===== src/rtl/cam_capture_rgb111.sv =====
// Camera capture front end: samples an RGB565 byte stream from an asynchronous pixel clock,
// reduces each pixel to RGB111 and writes it into a frame buffer RAM.
module cam_capture_rgb111 #(
   parameter int unsigned AW    = 8,
   parameter int unsigned DW    = 3,
   parameter int unsigned IMG_W = 16,
   parameter int unsigned IMG_H = 12
) (
   input  logic          clk,
   input  logic          rst,
   input  logic          cam_pclk,
   input  logic          cam_vsync,
   input  logic          cam_href,
   input  logic [7:0]    cam_data,
   input  logic          capture_en,
   output logic [AW-1:0] DP_RAM_addr_in,
   output logic [DW-1:0] DP_RAM_data_in,
   output logic          DP_RAM_regW,
   output logic          frame_done,
   output logic          busy
);

   localparam int unsigned CW = $clog2(IMG_W + 1);
   localparam int unsigned RW = $clog2(IMG_H + 1);
   localparam logic [CW-1:0] COL_MAX = CW'(IMG_W);
   localparam logic [RW-1:0] ROW_MAX = RW'(IMG_H);
   localparam logic [AW-1:0] IMG_W_A = AW'(IMG_W);

   typedef enum logic [1:0] {StIdle, StSync, StCapture} state_e;

   state_e        state_q;
   logic [2:0]    pclk_sync, vsync_sync, href_sync;
   logic [2:0]    data_s1;
   logic [1:0]    hi_q;
   logic [CW-1:0] col_q;
   logic [RW-1:0] row_q;
   logic          phase_q, line_pix_q;

   // Only R (bit 7), G (bit 2) and B (bit 4) survive the RGB111 reduction.
   logic unused_data;
   assign unused_data = ^{cam_data[6:5], cam_data[3], cam_data[1:0]};

   // [0] first stage, [1] synchronized level, [2] previous synchronized level
   always_ff @(posedge clk or negedge rst) begin
      if (!rst) begin
         pclk_sync  <= '0;
         vsync_sync <= '0;
         href_sync  <= '0;
         data_s1    <= '0;
      end else begin
         pclk_sync  <= {pclk_sync[1:0], cam_pclk};
         vsync_sync <= {vsync_sync[1:0], cam_vsync};
         href_sync  <= {href_sync[1:0], cam_href};
         data_s1    <= {cam_data[7], cam_data[4], cam_data[2]};
      end
   end

   logic pclk_evt, vs_fall, vs_rise, href_fall, href_act, pix_done;
   logic [AW-1:0] wr_addr;

   assign pclk_evt  = pclk_sync[1] & ~pclk_sync[2];
   assign vs_fall   = vsync_sync[2] & ~vsync_sync[1];
   assign vs_rise   = vsync_sync[1] & ~vsync_sync[2];
   assign href_fall = href_sync[2] & ~href_sync[1];
   // A byte arriving together with the href falling edge still belongs to the line.
   assign href_act  = href_sync[1] | href_sync[2];
   assign pix_done  = pclk_evt & href_act & phase_q;
   assign wr_addr   = AW'(row_q) * IMG_W_A + AW'(col_q);

   always_ff @(posedge clk or negedge rst) begin
      if (!rst) begin
         state_q        <= StIdle;
         busy           <= 1'b0;
         frame_done     <= 1'b0;
         DP_RAM_regW    <= 1'b0;
         DP_RAM_addr_in <= '0;
         DP_RAM_data_in <= '0;
         hi_q           <= '0;
         col_q          <= '0;
         row_q          <= '0;
         phase_q        <= 1'b0;
         line_pix_q     <= 1'b0;
      end else begin
         DP_RAM_regW <= 1'b0;
         frame_done  <= 1'b0;
         unique case (state_q)
            StIdle: begin
               if (capture_en) begin
                  state_q <= StSync;
                  busy    <= 1'b1;
               end
            end
            StSync: begin
               if (vs_fall) begin
                  state_q    <= StCapture;
                  col_q      <= '0;
                  row_q      <= '0;
                  phase_q    <= 1'b0;
                  line_pix_q <= 1'b0;
               end
            end
            StCapture: begin
               if (vs_rise) begin
                  frame_done <= 1'b1;
                  state_q    <= capture_en ? StSync : StIdle;
                  busy       <= capture_en;
               end else begin
                  if (pclk_evt && href_act) begin
                     if (!phase_q) begin
                        hi_q    <= {data_s1[2], data_s1[0]};
                        phase_q <= 1'b1;
                     end else begin
                        phase_q    <= 1'b0;
                        line_pix_q <= 1'b1;
                        if (col_q < COL_MAX && row_q < ROW_MAX) begin
                           DP_RAM_regW    <= 1'b1;
                           DP_RAM_addr_in <= wr_addr;
                           DP_RAM_data_in <= DW'({hi_q[1], hi_q[0], data_s1[1]});
                           col_q          <= col_q + 1'b1;
                        end
                     end
                  end
                  // Line end overrides the pixel update above when both occur together.
                  if (href_fall) begin
                     col_q      <= '0;
                     phase_q    <= 1'b0;
                     line_pix_q <= 1'b0;
                     if ((line_pix_q || pix_done) && row_q < ROW_MAX) row_q <= row_q + 1'b1;
                  end
               end
            end
            default: begin
               state_q <= StIdle;
               busy    <= 1'b0;
            end
         endcase
      end
   end

endmodule

===== config.mk =====
export PLATFORM = sky130hd
export DESIGN_NAME = cam_capture_rgb111
export DESIGN_NICKNAME = d
export VERILOG_FILES = /design/src/rtl/cam_capture_rgb111.sv
export SDC_FILE = /design/constraint.sdc
export NUM_CORES = 1
export LEC_CHECK = 0
export ABC_AREA = 1
export CAP_MARGIN = 10
export CORE_MARGIN = 10
export CORE_UTILIZATION = 47
export CTS_CLUSTER_SIZE = 8
export DETAILED_ROUTE_END_ITERATION = 6
export GPL_TIMING_DRIVEN = 1
export PLACE_DENSITY = 0.74
export SLEW_MARGIN = 20
export SYNTH_ARGS = -nofsm -noshare
export SYNTH_HDL_FRONTEND = slang
export SYNTH_SLANG_ARGS = --single-unit

===== constraint.sdc =====
create_clock -name clk -period 1.1 [get_ports clk]
set_input_delay 0.11 -clock clk [delete_from_list [all_inputs] [get_ports clk]]
set_output_delay 0.11 -clock clk [all_outputs]
set_load 0.005 [all_outputs]

==> results.py, run 1 <==
metrics = {
    "critical_path": {
        "required_ps": 1280,
        "critPathLaunchType": "flip-flop",
        "path_delay_family": "simple AND/OR/NAND/NOR gates",
        "crit_path_end_kind": "flip-flop",
        "rr_worst_depth": 10,
        "cp_slowest_cell": "dfrtp_1",
        "path_cells": "inv_2 -> nor2_4 -> nand2_2 -> inv_4 -> nand2_4 -> nand2_4 -> inv_4 -> buf_12 -> nand3b_1 -> nand2_1",
        "cp.depth": 10,
        "critPathMaxFanout": 5,
        "crit_type": "reg2reg",
        "cpPeakStageDelay_ps": 360,
        "worstPathArrival_ps": 1530,
        "cp_num_buf_inv": 4,
    },
    "clock_tree": {
        "clock_latency_ps": 290,
        "clk_path_buf_depth": 2,
        "clk_pin_slew_ps": 70,
        "htreeDepth": 2,
        "cts.sinks": 41,
        "cts_tree": "built",
        "cts_inserted_buffers": 5,
        "ctsRootBufferMaster": "clkbuf_8",
    },
    "logic_synthesis": {
        "synth_top_cells_by_count": "nand2_1, dfrtp_1, nand3_1",
        "yosys.area.top_type": "dfrtp_1",
        "synth_ff_type": "dfrtp_1",
        "synth_area_per_cell_um2": 9.34,
        "synth_most_common_cell": "nand2_1",
        "netlist.area_leader.share_pct": 58.4,
        "ys_seq_area_share_pct": 58.4,
        "synth_edf_count": 0,
        "postSynthCellCount": 188,
        "yosysWarnings": 0,
        "synth_area_leaders": "dfrtp_1, nand2_1, nand3_1",
        "postSynth.asyncResetShare_pct": 100,
        "synthesis.area_um2": 1760,
        "synthDistinctLibCells": 25,
        "ys_ff_latch": 41,
        "syn_nets": 206,
    },
    "floorplan": {
        "core_um2": 3630,
        "io_pins": 28,
        "fp.dieW_um": 81.1,
        "start_util_pct": 48.3,
        "die_h_um": 81.1,
        "die-area_um2": 6580,
        "num_rows": 22,
    },
    "power_and_ir_drop": {
        "power_mw": 4.57,
        "p_per_area_nw_per_um2": 1750,
        "peakVddDrop_mv": 1.31,
        "p_leak_nw": 1.33,
    },
    "hold_path": {
        "hold_path.class": "in2reg",
        "whs_path_depth": 1,
    },
    "global_route": {
        "grt_use_total_pct": 11.5,
        "grt_overflow": 0,
        "antenna_found_initial": 0,
        "grt_pass1_wl_um": 5890,
        "grt_pass1_vias": 1316,
        "grt_max_degree": 42,
    },
    "routing": {
        "ant_nets": 0,
        "drc": 0,
        "via_per_inst": 4.66,
        "drt_wl_total_um": 3830,
        "drt-initial-drc-count": 95,
        "drt_pass1_iterations": 4,
        "wire_per_inst_um": 12.9,
        "vias": 1389,
    },
    "layout": {
        "drive_above_1_share_pct": 37.6,
        "fin_cells": 298,
        "diodes": 0,
        "fin_area_um2": 2610,
        "synthToLayoutAreaGrowth_pct": 48.4,
        "nNetsFinal": 267,
        "fillers": 274,
        "fin_util_pct": 71.8,
    },
    "placement": {
        "portBuffers": 22,
        "dp_hpwl_um": 2380,
        "gp_congestion": 0.768,
        "placed_area_um2": 2200,
        "dpl.cell_count": 278,
    },
    "sta": {
        "finalHoldViolations": 0,
        "min_period_ps": 1350,
        "skew_ps": 8.34,
        "setup_ws_ps": -247,
        "slew_violations": 0,
        "setup_viol": 27,
        "finalCritPeriodShare_pct": 122,
        "relSlewSlack_pct": 83.5,
        "tightest_slew_ps": 247,
        "rsz0062_at_grt": "true",
        "fmax_ghz": 0.742,
    },
    "status": {
        "status": "complete, but fails checks",
        "violations": "negative setup slack",
    },
    "run": {
        "max_cap_violations": 0,
    },
}
placed cells by master, fill, tap and decap left out, drive strengths merged, types with 6 or more instances in the layout:
master	n
dlygate4sd2	6
inv	19
clkbuf	8
nor2	13
clkdlybuf4s50	7
clkdlybuf4s15	8
dfrtp	41
o21ai	8
nand3	18
buf	34
nand2	71
layer usage:
layer	share of wire, %	vias to the layer above	global-route usage [%]	routed length (um)
met3	6.0	10	4.64	230
li1	-	705	-	-
met5	0	-	0	0
met4	2.1	0	3.63	81
met2	50	31	18.9	1910
met1	42	643	13.4	1610
through the flow:
stage	TNS, ps	setup slack [ps]	hold slack [ps]
2_1_floorplan	-1940	-127	-186
3_3_place_gp	-3970	-208	94.2
3_5_place_dp	-4670	-234	94.2
4_1_cts	-3510	-183	245
5_1_grt	-7320	-326	236
6_report	-4940	-247	249
where the power goes:
part	total, mW	switching [mW]	internal (mW)
registers	1.88	0.155	1.73
clock network	1.23	0.489	0.739
logic	1.46	0.750	0.709
total	4.57	1.39	3.18
timing repair:
action                                 4_1_cts  5_1_grt
hold buffers                                 1        0
endpoints found under the hold margin       41        0
setup buffers                                6        4
setup endpoints to repair                   41       29
pin swaps                                    8       13
gates resized for setup                     23       53
cloned                                       0        1
final timing paths:
kind | from | end | slack (ps)
min in group asynchronous | rst | row_q[1]$_DFFE_PN0P_ | 310
min reg2reg | href_sync[0]$_DFF_PN0_ | href_sync[1]$_DFF_PN0_ | 350
max | state_q[1]$_DFFE_PN0P_ | col_q[1]$_DFFE_PN0P_ | -250
max reg2reg | state_q[1]$_DFFE_PN0P_ | col_q[1]$_DFFE_PN0P_ | -250
max in group asynchronous | rst | vsync_sync[2]$_DFF_PN0_ | 590
min | cam_data[7] | data_s1[2]$_DFF_PN0_ | 250
layout make-up:
class	count	area [um^2]	area share [%]
Sequential cell	41	1030	39.3
Multi-Input combinational cell	125	800	30.7
Timing Repair Buffer	57	527	20.2
Clock buffer	7	86.3	3.31
Inverter	19	78.8	3.02
Tap cell	48	60.1	2.30
Clock inverter	1	30.0	1.15
sequential cells by signal, summed over array words and instances (netlist names):
register / cells
DP_RAM_addr_in: 8
DP_RAM_data_in: 3
busy: 1
state_q: 2
href_sync: 3
phase_q: 1
hi_q: 2
vsync_sync: 3
row_q: 4
pclk_sync: 3
col_q: 5
line_pix_q: 1
DP_RAM_regW: 1
data_s1: 3
frame_done: 1
cell families (layout without fill, tap and decap cells):
logic type | count (synthesis) | after routing | share of synthesized area (%)
buffers and inverters | 22 | 84 | 5.41
AO/OA/AOI/OAI | 10 | 10 | 4.27
adder cells (fa/ha/maj) | 4 | 4 | 2.85
AND/OR/NAND/NOR | 105 | 105 | 26.1
flip-flops | 41 | 41 | 58.4
XOR/XNOR | 6 | 6 | 2.99
Note: power is estimated with default switching activity, not from simulation.
==> run 2: changes to the inputs <==
Settings changed: CORE_UTILIZATION 47 to 50, PLACE_DENSITY 0.74 to 0.75, SKIP_LAST_GASP set to 1.
Clock period 1.1 ns to 1.69 ns, I/O delays scaled along.
==> results.py, run 2 (synthesized netlist as in run 1, its figures left out) <==
metrics = {
    "power_and_ir_drop": {
        "power_mw": 2.23,
        "seq_power_share_pct": 55.5,
        "p_leak_nw": 1.07,
        "p_sw_share_pct": 32.6,
        "internal-power_mw": 1.50,
        "peakVddDrop_mv": 0.645,
        "p_sw_mw": 0.727,
        "combPwrFrac_pct": 23.7,
        "p_per_area_nw_per_um2": 1060,
        "clkPwrFrac_pct": 20.7,
    },
    "sta": {
        "finalCritPeriodShare_pct": 92.0,
        "fmax_ghz": 0.643,
        "relSlewSlack_pct": 67.0,
        "min_period_ps": 1550,
        "rsz0062_at_grt": "false",
        "slew_violations": 0,
        "finalHoldViolations": 0,
        "setup_ws_ps": 135,
        "skew_ps": 12.6,
        "tightest_slew_ps": 494,
        "setup-tns-final_ps": 0,
        "setup_viol": 0,
    },
    "layout": {
        "multi_input_area_um2": 643,
        "synthToLayoutAreaGrowth_pct": 19.6,
        "fillers": 302,
        "largest_reg_flops": 8,
        "fin_cells": 265,
        "nNetsFinal": 236,
        "reg_top3": "DP_RAM_addr_in (8), col_q (5), row_q (4)",
        "final_common_cell": "nand2_1",
        "drive_above_1_share_pct": 12.3,
        "diodes": 0,
        "top_register": "DP_RAM_addr_in",
        "seq_area_um2": 1030,
        "layout_common_cells": "nand2_1, dfrtp_1, clkdlybuf4s50_1, nand3_1, inv_1",
    },
    "global_route": {
        "grt_pass1_vias": 1280,
        "grt_pass1_wl_um": 5580,
        "grt_overflow": 0,
        "grt_max_degree": 42,
        "grt_use_total_pct": 11.1,
        "antenna_found_initial": 0,
    },
    "placement": {
        "dp_hpwl_um": 2400,
        "gp_congestion": 0.813,
        "place_ws_ps": 115,
        "portBuffers": 22,
        "dpl.cell_count": 256,
    },
    "floorplan": {
        "die-area_um2": 6280,
        "die_h_um": 79.3,
        "num_rows": 21,
        "start_util_pct": 52.2,
        "core_um2": 3360,
        "fp.dieW_um": 79.3,
        "io_pins": 28,
    },
    "clock_tree": {
        "cts_inserted_buffers": 5,
        "clk_pin_slew_ps": 120,
        "cts_tree": "built",
        "htreeDepth": 2,
        "cts.sinks": 41,
        "post_cts_buffers": 0,
        "ctsRootBufferMaster": "clkbuf_4",
        "clk_path_buf_depth": 2,
        "clock_latency_ps": 350,
    },
    "critical_path": {
        "critPathMaxFanout": 12,
        "rr_worst_depth": 7,
        "r2r-end": "DP_RAM_data_in[2]$_DFFE_PN0P_",
        "endpoint": "DP_RAM_data_in[2]$_DFFE_PN0P_",
        "crit_path_end_kind": "flip-flop",
        "crit_type": "reg2reg",
        "required_ps": 1930,
        "r2r_slack_ps": 140,
        "reg2reg_from": "state_q[0]$_DFFE_PN0P_",
        "critPathLaunchType": "flip-flop",
        "worstPathArrival_ps": 1800,
        "cp-startpoint": "state_q[0]$_DFFE_PN0P_",
    },
    "routing": {
        "ant_nets": 0,
        "via_per_inst": 4.81,
        "vias": 1274,
        "drt_pass1_iterations": 4,
        "drt-initial-drc-count": 63,
        "drc": 0,
        "wire_per_inst_um": 12.0,
        "drt_wl_total_um": 3190,
    },
    "hold_path": {
        "hp-start": "cam_data[4]",
        "hold_path.class": "in2reg",
    },
    "status": {
        "status": "finished clean",
    },
    "run": {
        "max_cap_violations": 0,
    },
}
-- run 2: worst min path at each step --
stage                                     to  slack, ps  depth (start not counted)
2_1_floorplan  DP_RAM_addr_in[0]$_DFFE_PN0P_       -130                          0
3_3_place_gp   DP_RAM_addr_in[7]$_DFFE_PN0P_        250                          2
3_5_place_dp   DP_RAM_addr_in[6]$_DFFE_PN0P_        260                          2
4_1_cts                 data_s1[1]$_DFF_PN0_        230                          1
5_1_grt                 data_s1[1]$_DFF_PN0_        220                          1
6_report                data_s1[1]$_DFF_PN0_        240                          1
-- run 2: routing by layer --
metal  vias to the layer above  part of all wire (%)  global-route usage, %
met5                         -                     0                      0
met4                         0                   2.1                   4.84
met3                         8                   7.8                   5.41
met2                        35                    49                   18.7
met1                       588                    41                   11.6
li1                        643                     -                      -
-- run 2: repair_timing --
| action | 4_1_cts | 5_1_grt |
|---|---|---|
| endpoints found under the setup margin | 0 | 8 |
| hold endpoints to repair | 41 | 0 |
| hold buffers | 1 | 0 |
| gates resized for setup | 0 | 2 |
-- run 2: stage by stage --
| stage | area [um^2] | hold slack (ps) | utilization (%) |
|---|---|---|---|
| 2_1_floorplan | 1760 | -127 | - |
| 3_3_place_gp | 2030 | 251 | 60.3 |
| 3_5_place_dp | 2030 | 256 | 60.3 |
| 4_1_cts | 2090 | 226 | 62.1 |
| 5_1_grt | 2100 | 223 | 62.5 |
| 6_report | 2100 | 236 | 62.5 |
-- run 2: power groups by stage --
stage,sequential [mW],combinational [mW],clock (mW)
finish,1.24,0.530,0.463
global route,1.26,0.612,0.520
CTS,1.24,0.539,0.485
detailed placement,1.26,0.533,0
global placement,1.24,0.513,0
floorplan,1.23,0.362,0
-- run 2: worst max-delay path, cell delays in order (launching register included) --
cell	delay [ps]
dfrtp_1	450
nor2_4	170
nand2_2	110
nor2_1	200
nand3_4	200
buf_4	210
nand2_1	50
nand2_1	60
-- run 2: final cells by class --
class / count / area share [%]
Clock buffer: 6 / 1.97
Tap cell: 46 / 2.74
Sequential cell: 41 / 48.8
Timing Repair Buffer: 26 / 11.8
Multi-Input combinational cell: 125 / 30.6
Inverter: 19 / 3.57
Clock inverter: 2 / 0.476
